**config.mk**
```make
export PLATFORM = sky130hd
export DESIGN_NAME = ddr_rd_frame_ctrl
export DESIGN_NICKNAME = d
export VERILOG_FILES = /design/src/rtl/ddr_rd_pkg.sv /design/src/rtl/vs_sync_edge.sv /design/src/rtl/ddr_rd_frame_ctrl.sv
export SDC_FILE = /design/constraint.sdc
export NUM_CORES = 1
export LEC_CHECK = 0
export CORE_ASPECT_RATIO = 2
export CORE_UTILIZATION = 48
export DETAILED_ROUTE_END_ITERATION = 6
export GPL_TIMING_DRIVEN = 0
export HOLD_SLACK_MARGIN = 0.03
export PLACE_DENSITY_LB_ADDON = 0.15
export SETUP_SLACK_MARGIN = 0.15
export SYNTH_ARGS = -nofsm -noshare
export SYNTH_HDL_FRONTEND = slang
export SYNTH_HIERARCHICAL = 1
export SYNTH_SLANG_ARGS = --single-unit
export TNS_END_PERCENT = 5
```
**constraint.sdc**
```tcl
create_clock -name ddr_clk -period 3 [get_ports ddr_clk]
set_input_delay 0.6 -clock ddr_clk [delete_from_list [all_inputs] [get_ports ddr_clk]]
set_output_delay 0.6 -clock ddr_clk [all_outputs]
set_load 0.05 [all_outputs]
```
**src/rtl/ddr_rd_pkg.sv**
```systemverilog
// ============================================================================
// ddr_rd_pkg : shared types and geometry helpers for the DDR display reader
// Rev 1.0
// ============================================================================
`default_nettype none

package ddr_rd_pkg;

    typedef enum logic [2:0] {
        S_IDLE  = 3'd0,
        S_ARM   = 3'd1,
        S_REQ   = 3'd2,
        S_DATA  = 3'd3,
        S_HOLD  = 3'd4,
        S_DRAIN = 3'd5
    } rd_state_t;

    localparam int RD_LEN_W = 10;

    // Address layout is {bank, 1'b0, channel, offset}.
    function automatic int rd_addr_w(input int bank_w, input int ch_w, input int offs_w);
        return bank_w + 1 + ch_w + offs_w;
    endfunction

endpackage

`default_nettype wire

```
**src/rtl/vs_sync_edge.sv**
```systemverilog
// ============================================================================
// vs_sync_edge : 2-flop synchroniser with a one-cycle falling-edge pulse
// Rev 1.0
// ============================================================================
`default_nettype none

module vs_sync_edge (
    input  logic clk_i,
    input  logic rstn_i,
    input  logic async_i,
    output logic fall_o
);

    logic meta_q;
    logic sync_q;
    logic prev_q;

    always_ff @(posedge clk_i or negedge rstn_i) begin
        if (!rstn_i) begin
            meta_q <= 1'b0;
            sync_q <= 1'b0;
            prev_q <= 1'b0;
        end else begin
            meta_q <= async_i;
            sync_q <= meta_q;
            prev_q <= sync_q;
        end
    end

    assign fall_o = prev_q & ~sync_q;

endmodule

`default_nettype wire

```
**src/rtl/ddr_rd_frame_ctrl.sv**
```systemverilog
// ============================================================================
// ddr_rd_frame_ctrl : per-vsync frame fetch from DDR into the display FIFO
// Rev 1.0
// ============================================================================
`default_nettype none

module ddr_rd_frame_ctrl
    import ddr_rd_pkg::*;
#(
    parameter int DATA_W      = 32,
    parameter int BANK_W      = 2,
    parameter int CH_W        = 4,
    parameter int OFFS_W      = 18,
    parameter int BURST_LEN   = 256,
    parameter int FRAME_WORDS = 245760,
    parameter int FIFO_LEN_W  = 10,
    parameter int FIFO_THRESH = 750
) (
    input  logic                                       ddr_clk,
    input  logic                                       ddr_rstn,
    input  logic                                       ddr_ready,
    output logic                                       mem_ren,
    input  logic                                       mem_ren_valid,
    output logic [rd_addr_w(BANK_W, CH_W, OFFS_W)-1:0] rd_addr,
    output logic [RD_LEN_W-1:0]                        rd_len,
    input  logic                                       rd_burst_data_valid,
    input  logic [DATA_W-1:0]                          rd_burst_data,
    output logic                                       w_fifo_clk,
    output logic                                       w_fifo_en,
    output logic [DATA_W-1:0]                          w_fifo_data,
    input  logic [FIFO_LEN_W-1:0]                      fifo_len,
    input  logic                                       fifo_full,
    output logic                                       fifo_clearn,
    input  logic                                       bank_load,
    input  logic [BANK_W-1:0]                          bank_sel,
    input  logic [CH_W-1:0]                            ch_sel,
    input  logic                                       frame_wr_done,
    input  logic                                       vga_vs,
    output logic                                       frame_rd_done,
    output logic                                       rd_late,
    input  logic                                       rd_late_clr
);

    localparam int                    ADDR_W    = rd_addr_w(BANK_W, CH_W, OFFS_W);
    localparam int                    BEAT_W    = $clog2(BURST_LEN) + 1;
    localparam logic [BEAT_W-1:0]     BEAT_LAST = BEAT_W'(BURST_LEN);
    localparam logic [OFFS_W-1:0]     OFFS_STEP = OFFS_W'(BURST_LEN);
    localparam logic [OFFS_W-1:0]     OFFS_END  = OFFS_W'(FRAME_WORDS);
    localparam logic [FIFO_LEN_W-1:0] THRESH    = FIFO_LEN_W'(FIFO_THRESH);

    rd_state_t           state_q;
    logic [BANK_W-1:0]   bank_pend_q;
    logic [BANK_W-1:0]   bank_q;
    logic [CH_W-1:0]     ch_q;
    logic [OFFS_W-1:0]   offs_q;
    logic [BEAT_W-1:0]   beat_q;
    logic                mem_ren_q;
    logic                fifo_clearn_q;
    logic                wen_q;
    logic [DATA_W-1:0]   wdata_q;
    logic                done_q;
    logic                late_q;
    logic                first_q;
    logic                resync_q;

    logic                vs_fall;
    logic [BEAT_W-1:0]   beat_d;
    logic [OFFS_W-1:0]   offs_d;
    logic                beat_last;
    logic                frame_end;
    logic                can_req;
    logic [ADDR_W-1:0]   addr;

    vs_sync_edge u_vs_sync (
        .clk_i   (ddr_clk),
        .rstn_i  (ddr_rstn),
        .async_i (vga_vs),
        .fall_o  (vs_fall)
    );

    assign beat_d    = beat_q + BEAT_W'(1);
    assign offs_d    = offs_q + OFFS_STEP;
    assign beat_last = rd_burst_data_valid && (beat_d == BEAT_LAST);
    assign frame_end = (offs_q == OFFS_END);
    assign can_req   = (fifo_len < THRESH) && !fifo_full && ddr_ready;

    always_ff @(posedge ddr_clk or negedge ddr_rstn) begin
        if (!ddr_rstn) begin
            state_q       <= S_IDLE;
            bank_pend_q   <= '0;
            bank_q        <= '0;
            ch_q          <= '0;
            offs_q        <= '0;
            beat_q        <= '0;
            mem_ren_q     <= 1'b0;
            fifo_clearn_q <= 1'b1;
            wen_q         <= 1'b0;
            wdata_q       <= '0;
            done_q        <= 1'b0;
            late_q        <= 1'b0;
            first_q       <= 1'b0;
            resync_q      <= 1'b0;
        end else begin
            fifo_clearn_q <= 1'b1;
            wen_q         <= 1'b0;
            done_q        <= 1'b0;
            if (bank_load)     bank_pend_q <= bank_sel;
            if (frame_wr_done) first_q     <= 1'b1;
            // Placed before the state case so a same-cycle set overrides it.
            if (rd_late_clr)   late_q      <= 1'b0;

            case (state_q)
                S_IDLE: begin
                    if (first_q && ddr_ready && vs_fall) begin
                        state_q       <= S_ARM;
                        fifo_clearn_q <= 1'b0;
                    end
                end
                S_ARM: begin
                    bank_q   <= bank_pend_q;
                    ch_q     <= ch_sel;
                    offs_q   <= '0;
                    resync_q <= 1'b0;
                    state_q  <= S_REQ;
                end
                S_REQ: begin
                    if (vs_fall) late_q <= 1'b1;
                    if (!mem_ren_q) begin
                        if (vs_fall) begin
                            state_q       <= S_ARM;
                            fifo_clearn_q <= 1'b0;
                        end else if (can_req) begin
                            mem_ren_q <= 1'b1;
                        end
                    end else if (mem_ren_valid) begin
                        // An accepted burst must be consumed even if vsync came meanwhile.
                        mem_ren_q <= 1'b0;
                        beat_q    <= '0;
                        offs_q    <= offs_d;
                        state_q   <= (resync_q || vs_fall) ? S_DRAIN : S_DATA;
                    end else if (vs_fall) begin
                        resync_q <= 1'b1;
                    end
                end
                S_DATA: begin
                    if (rd_burst_data_valid) begin
                        beat_q  <= beat_d;
                        wen_q   <= 1'b1;
                        wdata_q <= rd_burst_data;
                    end
                    if (beat_last && frame_end) begin
                        done_q <= 1'b1;
                        if (vs_fall) begin
                            state_q       <= S_ARM;
                            fifo_clearn_q <= 1'b0;
                        end else begin
                            state_q <= S_HOLD;
                        end
                    end else if (vs_fall) begin
                        late_q <= 1'b1;
                        if (beat_last) begin
                            state_q       <= S_ARM;
                            fifo_clearn_q <= 1'b0;
                        end else begin
                            state_q <= S_DRAIN;
                        end
                    end else if (beat_last) begin
                        state_q <= S_REQ;
                    end
                end
                S_HOLD: begin
                    if (vs_fall) begin
                        state_q       <= S_ARM;
                        fifo_clearn_q <= 1'b0;
                    end
                end
                S_DRAIN: begin
                    if (vs_fall) late_q <= 1'b1;
                    if (rd_burst_data_valid) begin
                        beat_q <= beat_d;
                        if (beat_last) begin
                            state_q       <= S_ARM;
                            fifo_clearn_q <= 1'b0;
                        end
                    end
                end
                default: state_q <= S_IDLE;
            endcase
        end
    end

    // Offset never reaches 2^OFFS_W, so concatenation equals base + offset.
    assign addr          = {bank_q, 1'b0, ch_q, offs_q};
    assign rd_addr       = addr;
    assign rd_len        = RD_LEN_W'(BURST_LEN);
    assign mem_ren       = mem_ren_q;
    assign w_fifo_clk    = ddr_clk;
    assign w_fifo_en     = wen_q;
    assign w_fifo_data   = wdata_q;
    assign fifo_clearn   = fifo_clearn_q;
    assign frame_rd_done = done_q;
    assign rd_late       = late_q;

endmodule

`default_nettype wire

```
==> impl_metrics.py, run 1 <==
metrics = {
    "run_status": {
        "status": "completed",
    },
    "run": {
        "maxCapViolations": 0,
    },
    "worst_setup_path": {
        "rr_startpoint": "mem_ren",
        "path_cells": "clkbuf_16 > clkbuf_16 > buf_4 > clkdlybuf4s15_2",
        "endpoint_kind": "primary output",
        "worst_ep_arrival_time_ps": 2190,
        "worstSetupStartpoint": "ddr_clk",
        "start_kind": "clock port",
        "critPathMaxStageDelay_ps": 320,
        "cpMaxStageDelayCell": "clkdlybuf4s15_2",
        "crit_required_ps": 2400,
        "path_class": "clk2out",
        "cp_max_fo": 2,
        "cp_common_cell": "clkbuf_16",
    },
    "die": {
        "die_h_um": 123,
        "row_count": 43,
        "fp.dieW_um": 62.6,
        "io_pins": 131,
        "core-area_um2": 6990,
        "start_util": 0.504,
        "dieArea_um2": 7720,
    },
    "yosys": {
        "yosysTopAreaCell": "dfrtp_1",
        "synth.most_common_cell": "dfrtp_1",
        "synth.top_cell.area_share": 0.504,
        "synth_top_family_by_area": "multiplexers",
        "synthAdderAreaFrac": 0.0106,
        "synth_cell_type_count": 48,
        "synth_enable_flop_cells": 0,
        "synthTopCellsByArea": "dfrtp_1, mux2_2, buf_4",
        "ys.warnings.count": 6,
        "synth_xor_area_frac": 0.0174,
        "synth_area_per_cell_um2": 11.1,
        "synth_flop_cell": "dfrtp_1",
        "synthArstFlopShare": 1.00,
        "syn_area_um2": 3530,
        "synth_compound_area_frac": 0.113,
        "synthMuxAreaShare": 0.140,
        "ys_ff_latch": 72,
        "ys_top_cells_by_count": "dfrtp_1, mux2_2, o21ai_0",
        "yosys.area_share.simple": 0.138,
        "syn_inst": 318,
        "seq_area_frac_synth": 0.511,
    },
    "global_route": {
        "grt_first_pass_wirelength_um": 13900,
        "grt_pass1_vias": 2906,
        "grt_max_degree": 73,
        "grtUsageTotal": 0.240,
        "antenna_found_initial": 0,
        "grt.overflow.total": 0,
    },
    "cells_and_area": {
        "area_delta_synth_final_pct": 46.5,
        "postLayoutCoreUtil": 0.739,
        "drive_above_1_share": 0.211,
        "n_antenna_cell": 0,
        "final-instance-count-excl-fill": 554,
        "nets": 520,
        "final.fill_count": 543,
    },
    "sta": {
        "hold_viol": 0,
        "slew_headroom": 0.413,
        "rsz0062_at_grt": "false",
        "setup_viol": 0,
        "fin_tns_setup_ps": 0,
        "fin_skew_ps": 4.73,
        "drv_slew": 0,
        "tightest_slew_ps": 881,
    },
    "drt": {
        "drtPass1Iterations": 6,
        "via_count": 2895,
        "drtAntennaViolNets": 0,
        "routed_wl_um": 8710,
        "drc_errors": 0,
        "vias_per_cell": 5.23,
        "post_drt_wl_per_cell_um": 15.7,
        "drt-initial-drc-count": 139,
    },
    "pwr": {
        "power.density_nw_per_um2": 1090,
        "p_leak_uw": 0.00220,
        "swShare": 0.435,
        "fin_total_pwr_uw": 5660,
        "p_switching_uw": 2460,
        "p_clk_frac": 0.233,
        "combPwrFrac": 0.503,
        "ir_drop_mv": 0.827,
        "p_int_uw": 3200,
        "seqPwrFrac": 0.265,
    },
    "placed_design": {
        "gp_congestion": 0.920,
        "portBuffers": 110,
        "dp.final_hpwl_um": 6450,
        "place_inst": 535,
    },
    "clock_tree": {
        "path_clk_slew_ps": 60,
        "clk-insertion-delay-late_ps": 440,
        "holdBufCountCts": 0,
        "cts-resized-gates": 3,
        "post_cts_buffers": 0,
        "cts_tree": "yes",
    },
    "hold_path": {
        "hold_path_class": "in2async",
    },
}
-- power groups by stage --
stage	clock, uW	sequential (uW)	combinational [uW]
2_1_floorplan	71.9	2530	894
3_3_place_gp	95.4	1490	2810
3_5_place_dp	95.4	1510	2850
4_1_cts	1340	1500	2860
5_1_grt	1390	1540	2980
6_report	1320	1500	2840
-- final timing paths --
| kind | endpoint | slack (ps) | cells past startpoint |
|---|---|---|---|
| hold / removal | w_fifo_data[1] | 290 | 1 |
| setup reg to reg | beat_q[6] | 1020 | 7 |
| hold reg to reg | u_vs_sync/sync_q | 350 | 0 |
| max in group asynchronous | offs_q[14] | 2150 | 1 |
| setup / recovery | w_fifo_clk | 210 | 4 |
| min in group ddr_clk | u_vs_sync/sync_q | 350 | 0 |
-- cells by family (layout without fill, tap and decap cells) --
logic type | after synthesis | in the layout
xor+xnor | 7 | 7
fa+ha+maj | 3 | 3
simple gates | 86 | 86
compound gates | 64 | 64
other cells | 2 | 19
buf+inv | 41 | 170
flops | 72 | 72
mux | 43 | 43
-- per-stage QoR --
stage / setup slack [ps] / hold WS [ps] / instance area (um2)
global route: 207 / 358 / 5170
detailed placement: 114 / 338 / 4800
CTS: 209 / 317 / 5170
floorplan: 733 / 304 / 3590
global placement: -1130 / 335 / 4810
finish: 215 / 288 / 5170
-- worst max-delay path: cells and delay by family --
family	cells	cell delay (ps)
buffers and inverters	4	690
-- area by class of cell --
type,instances,area (um2),area share
clock inverter,5,57.6,0.0111
sequential,72,1800,0.349
timing repair buffer,109,1090,0.211
tap,90,113,0.0218
clock buffer,15,319,0.0617
buffer,34,214,0.0414
multi-input combinational,222,1550,0.300
inverter,7,26.3,0.00508
-- registers in the layout, summed over array words and instances, names as in the netlist --
register / count
fifo_clearn: 1
bank_pend_q: 2
first_q: 1
ch_q: 4
w_fifo_en: 1
state_q: 3
frame_rd_done: 1
mem_ren: 1
rd_late: 1
w_fifo_data: 32
u_vs_sync/sync_q: 1
bank_q: 2
u_vs_sync/meta_q: 1
resync_q: 1
beat_q: 9
offs_q: 10
u_vs_sync/prev_q: 1
-- routing by layer --
metal / GRT usage / up-vias / part of all wire
li1: - / 1381 / -
met2: 0.443 / 92 / 0.58
met1: 0.232 / 1402 / 0.35
met3: 0.0424 / 20 / 0.035
met4: 0.183 / 0 / 0.037
met5: 0 / - / 0
-- cell usage in the layout (no fill, tap or decap), drive strengths merged, types with 4 or more instances in the layout --
master,synthesis,layout
clkdlybuf4s50,0,108
dfrtp,71,71
mux2,40,40
buf,29,30
o21ai,29,29
nor2,19,19
conb,2,19
clkbuf,5,19
nand2,16,16
a21oi,11,11
nand3,10,10
nand2b,7,7
inv,7,7
o31ai,6,6
nand4,5,5
a31oi,5,5
and3,4,4
and2,4,4
xor2,4,4
Power figures use the tool's default switching activity.
==> run 2: changes to the inputs <==
ABC_CLOCK_PERIOD_IN_PS = 3000   (was not set)
CORE_UTILIZATION = 35   (was 48)
==> impl_metrics.py, run 2 (synthesis gave the netlist of run 1 again) <==
metrics = {
    "run_status": {
        "status": "completed",
    },
    "sta": {
        "fin_skew_ps": 5.58,
        "whs_ps": 90.8,
        "rsz0062_at_grt": "false",
        "drv_slew": 0,
        "slew_headroom": 0.642,
        "fin_tns_setup_ps": 0,
        "hold_viol": 0,
        "tightest_slew_ps": 532,
        "setup_viol": 0,
    },
    "worst_setup_path": {
        "start_kind": "clock port",
        "path_class": "clk2out",
        "crit_required_ps": 2400,
        "path_cells": "clkbuf_16 > clkbuf_16 > buf_4 > clkdlybuf4s15_2",
        "cpMaxStageDelayCell": "clkdlybuf4s15_2",
        "endpoint_kind": "primary output",
        "worst_ep_arrival_time_ps": 2190,
        "cp_max_fo": 2,
        "cp_common_cell": "clkbuf_16",
        "ff2ff_setup_slack_ps": 1060,
        "critPathMaxStageDelay_ps": 320,
    },
    "global_route": {
        "grtUsageTotal": 0.188,
        "grt_max_degree": 43,
        "grt_pass1_vias": 3018,
        "antenna_found_initial": 0,
        "grt.overflow.total": 0,
        "grt_first_pass_wirelength_um": 14600,
    },
    "drt": {
        "routed_wl_um": 9070,
        "drc_errors": 0,
        "post_drt_wl_per_cell_um": 15.2,
        "drtAntennaViolNets": 0,
        "via_count": 2896,
        "drt-initial-drc-count": 94,
        "drtPass1Iterations": 4,
        "vias_per_cell": 4.85,
    },
    "clock_tree": {
        "cts-resized-gates": 3,
        "post_cts_buffers": 0,
        "path_clk_slew_ps": 60,
        "clk-insertion-delay-late_ps": 440,
        "holdBufCountCts": 0,
        "cts_tree": "yes",
    },
    "placed_design": {
        "portBuffers": 110,
        "gp_congestion": 0.905,
        "dp.final_hpwl_um": 6860,
        "dpl-instance-area_um2": 4880,
    },
    "cells_and_area": {
        "largest_reg_flops": 32,
        "area_delta_synth_final_pct": 49.7,
        "layout_common_cells": "clkdlybuf4s50_1, dfrtp_1, mux2_2, o21ai_0, buf_4",
        "postLayoutCoreUtil": 0.541,
        "final_common_cell": "clkdlybuf4s50_1",
        "n_antenna_cell": 0,
        "drive_above_1_share": 0.217,
        "postLayoutCellArea_um2": 5280,
        "nets": 521,
    },
    "die": {
        "start_util": 0.361,
        "dieArea_um2": 10500,
        "fp.dieW_um": 73.0,
        "io_pins": 131,
        "core-area_um2": 9760,
        "row_count": 51,
        "die_h_um": 144,
    },
    "pwr": {
        "p_leak_uw": 0.00223,
        "power.density_nw_per_um2": 1100,
        "ir_drop_mv": 0.755,
    },
    "run": {
        "maxCapViolations": 0,
    },
    "hold_path": {
        "hold_path_class": "in2async",
    },
}
-- run 2: final timing paths --
path | from | end | depth (start not counted)
hold reg to reg | u_vs_sync/meta_q | u_vs_sync/sync_q | 0
setup / recovery | ddr_clk | w_fifo_clk | 4
max in group asynchronous | ddr_rstn | fifo_clearn | 2
min in group ddr_clk | u_vs_sync/meta_q | u_vs_sync/sync_q | 0
setup reg to reg | state_q[2] | beat_q[7] | 6
hold / removal | ddr_rstn | beat_q[0] | 1
-- run 2: critical path, delay by kind of cell --
family                 cells  cell delay (ps)
buffers and inverters      4              690
-- run 2: cell type report --
type | count | area, um2
plain buffers | 34 | 214
clock buffers | 13 | 312
clock inverters | 7 | 96.3
fillers | 896 | 4480
inverters | 7 | 26.3
multi-input cells | 222 | 1550
flip-flops and latches | 72 | 1800
well taps | 132 | 165
repair buffers | 110 | 1120
-- run 2: where the power goes --
part	internal, uW	total (uW)	switching (uW)	leakage, uW
Sequential	1310	1500	187	0.000893
Combinational	1040	2860	1820	0.00114
Clock	932	1440	506	0.000194
-- run 2: layer usage --
metal  share of wire  vias up  wire, um  track usage
li1                -     1372         -            -
met3           0.072       14       654       0.0836
met5               0        -         0            0
met4           0.018        0       167       0.0898
met1            0.36     1396      3240        0.188
met2            0.55      114      5010        0.324
-- run 2: per-stage QoR --
step | std cells | total power (uW) | setup WS (ps)
2_1_floorplan | 335 | 3490 | 733
3_3_place_gp | 577 | 4450 | -1310
3_5_place_dp | 578 | 4480 | 114
4_1_cts | 597 | 5860 | 206
5_1_grt | 597 | 6090 | 206
6_report | 597 | 5800 | 210
==> run 3: changes to the inputs <==
CORE_UTILIZATION = 45   (was 35)
==> impl_metrics.py, run 3 (synthesis gave the netlist of run 1 again) <==
metrics = {
    "run_status": {
        "status": "completed",
    },
    "pwr": {
        "seqPwrFrac": 0.259,
        "p_clk_frac": 0.247,
        "fin_total_pwr_uw": 5810,
        "power.density_nw_per_um2": 1120,
        "p_switching_uw": 2520,
        "combPwrFrac": 0.494,
        "swShare": 0.434,
        "ir_drop_mv": 0.970,
        "p_leak_uw": 0.00222,
        "p_int_uw": 3290,
    },
    "worst_setup_path": {
        "path_class": "clk2out",
        "ff2ff_setup_slack_ps": 1030,
        "r2r.worst_path.cells": 6,
        "crit_buf_inv": 4,
        "cp_max_fo": 2,
        "path_cells": "clkbuf_16 > clkbuf_16 > buf_4 > clkdlybuf4s15_2",
        "cp_common_cell": "clkbuf_16",
        "start_kind": "clock port",
        "crit_required_ps": 2400,
        "critPathMaxStageDelay_ps": 320,
        "endpoint_kind": "primary output",
        "worst_ep_arrival_time_ps": 2190,
        "rr_startpoint": "state_q[2]",
        "cpMaxStageDelayCell": "clkdlybuf4s15_2",
        "critPathTopFamily": "buffers and inverters",
        "r2r_end": "beat_q[6]",
    },
    "die": {
        "dieArea_um2": 8220,
        "io_pins": 131,
        "fp.dieW_um": 64.6,
        "die_h_um": 127,
        "row_count": 45,
        "core-area_um2": 7600,
        "start_util": 0.464,
    },
    "global_route": {
        "grt_max_degree": 73,
        "grt_pass1_vias": 3042,
        "grt.overflow.total": 0,
        "grt_first_pass_wirelength_um": 14800,
        "antenna_found_initial": 0,
        "grtUsageTotal": 0.244,
    },
    "drt": {
        "drc_errors": 0,
        "drtPass1Iterations": 4,
        "via_count": 2981,
        "drt-initial-drc-count": 187,
        "drtAntennaViolNets": 0,
        "vias_per_cell": 5.34,
        "routed_wl_um": 9270,
        "post_drt_wl_per_cell_um": 16.6,
    },
    "cells_and_area": {
        "nets": 520,
        "multi_input_area_um2": 1550,
        "layout_common_cells": "clkdlybuf4s50_1, dfrtp_1, mux2_2, o21ai_0, buf_4",
        "n_antenna_cell": 0,
        "postLayoutCoreUtil": 0.685,
        "drive_above_1_share": 0.213,
        "largest_reg_flops": 32,
        "final_common_cell": "clkdlybuf4s50_1",
        "final.fill_count": 610,
        "regArea_um2": 1800,
        "area_delta_synth_final_pct": 47.6,
    },
    "sta": {
        "whs_ps": 274,
        "fin_skew_ps": 7.02,
        "hold_viol": 0,
        "drv_slew": 0,
        "rsz0062_at_grt": "false",
        "setup_viol": 0,
        "slew_headroom": 0.405,
        "tightest_slew_ps": 892,
    },
    "placed_design": {
        "gp_congestion": 0.927,
        "dp.final_hpwl_um": 6720,
        "portBuffers": 110,
    },
    "clock_tree": {
        "clk-insertion-delay-late_ps": 450,
        "cts_tree": "yes",
        "path_clk_slew_ps": 60,
        "post_cts_buffers": 0,
    },
    "hold_path": {
        "hold_path_class": "in2async",
    },
    "run": {
        "maxCapViolations": 0,
    },
}
[run 3: changes by cell type in the layout (fill, tap and decap cells not counted)]
cell	change
buf_16	-1
clkbuf_1	+1
clkinv_2	-1
clkinvlp_4	-1
inv_6	+1
[run 3: power groups by stage]
stage	logic [uW]	clock network (uW)	registers, uW
global placement	2830	95.4	1490
detailed placement	2860	95.4	1510
finish	2870	1430	1500
global route	3010	1500	1540
floorplan	894	71.9	2530
CTS	2880	1460	1500
[run 3: worst max-delay path by stage]
stage                             to  slack (ps)      from  cells past startpoint
after CTS                 w_fifo_clk         210   ddr_clk                      4
after global routing      w_fifo_clk         210   ddr_clk                      4
after detailed placement  w_fifo_clk         110   ddr_clk                      2
final                     w_fifo_clk         210   ddr_clk                      4
after global placement       rd_late       -1120  ddr_rstn                      1
after floorplan           w_fifo_clk         730   ddr_clk                      1
[run 3: per-layer routing]
layer  up-vias  wire length [um]  GRT usage
met3        30               451     0.0545
met5         -                 0          0
met4         0               371      0.153
li1       1370                 -          -
met2       120              5420      0.458
met1      1461              3030      0.229
[run 3: layout make-up]
type	instances	area share
well taps	94	0.0226
plain buffers	34	0.0411
inverters	7	0.00505
clock inverters	6	0.0178
clock buffers	14	0.0606
flip-flops and latches	72	0.346
multi-input cells	222	0.298
repair buffers	109	0.209
[run 3: timing repair]
action / 4_1_cts / 5_1_grt
hold buffers: 0 / 0
gates resized for setup: 3 / 0
endpoints found under the setup margin: 1 / 0
[run 3: metrics by stage]
step / TNS, ps / instance area, um2 / worst slack [ps] / instances
after floorplan: 0 / 3590 / 733 / 335
after global placement: -79740 / 4810 / -1120 / 539
after detailed placement: 0 / 4810 / 114 / 539
after CTS: 0 / 5210 / 209 / 558
after global routing: 0 / 5210 / 207 / 558
final: 0 / 5210 / 215 / 558
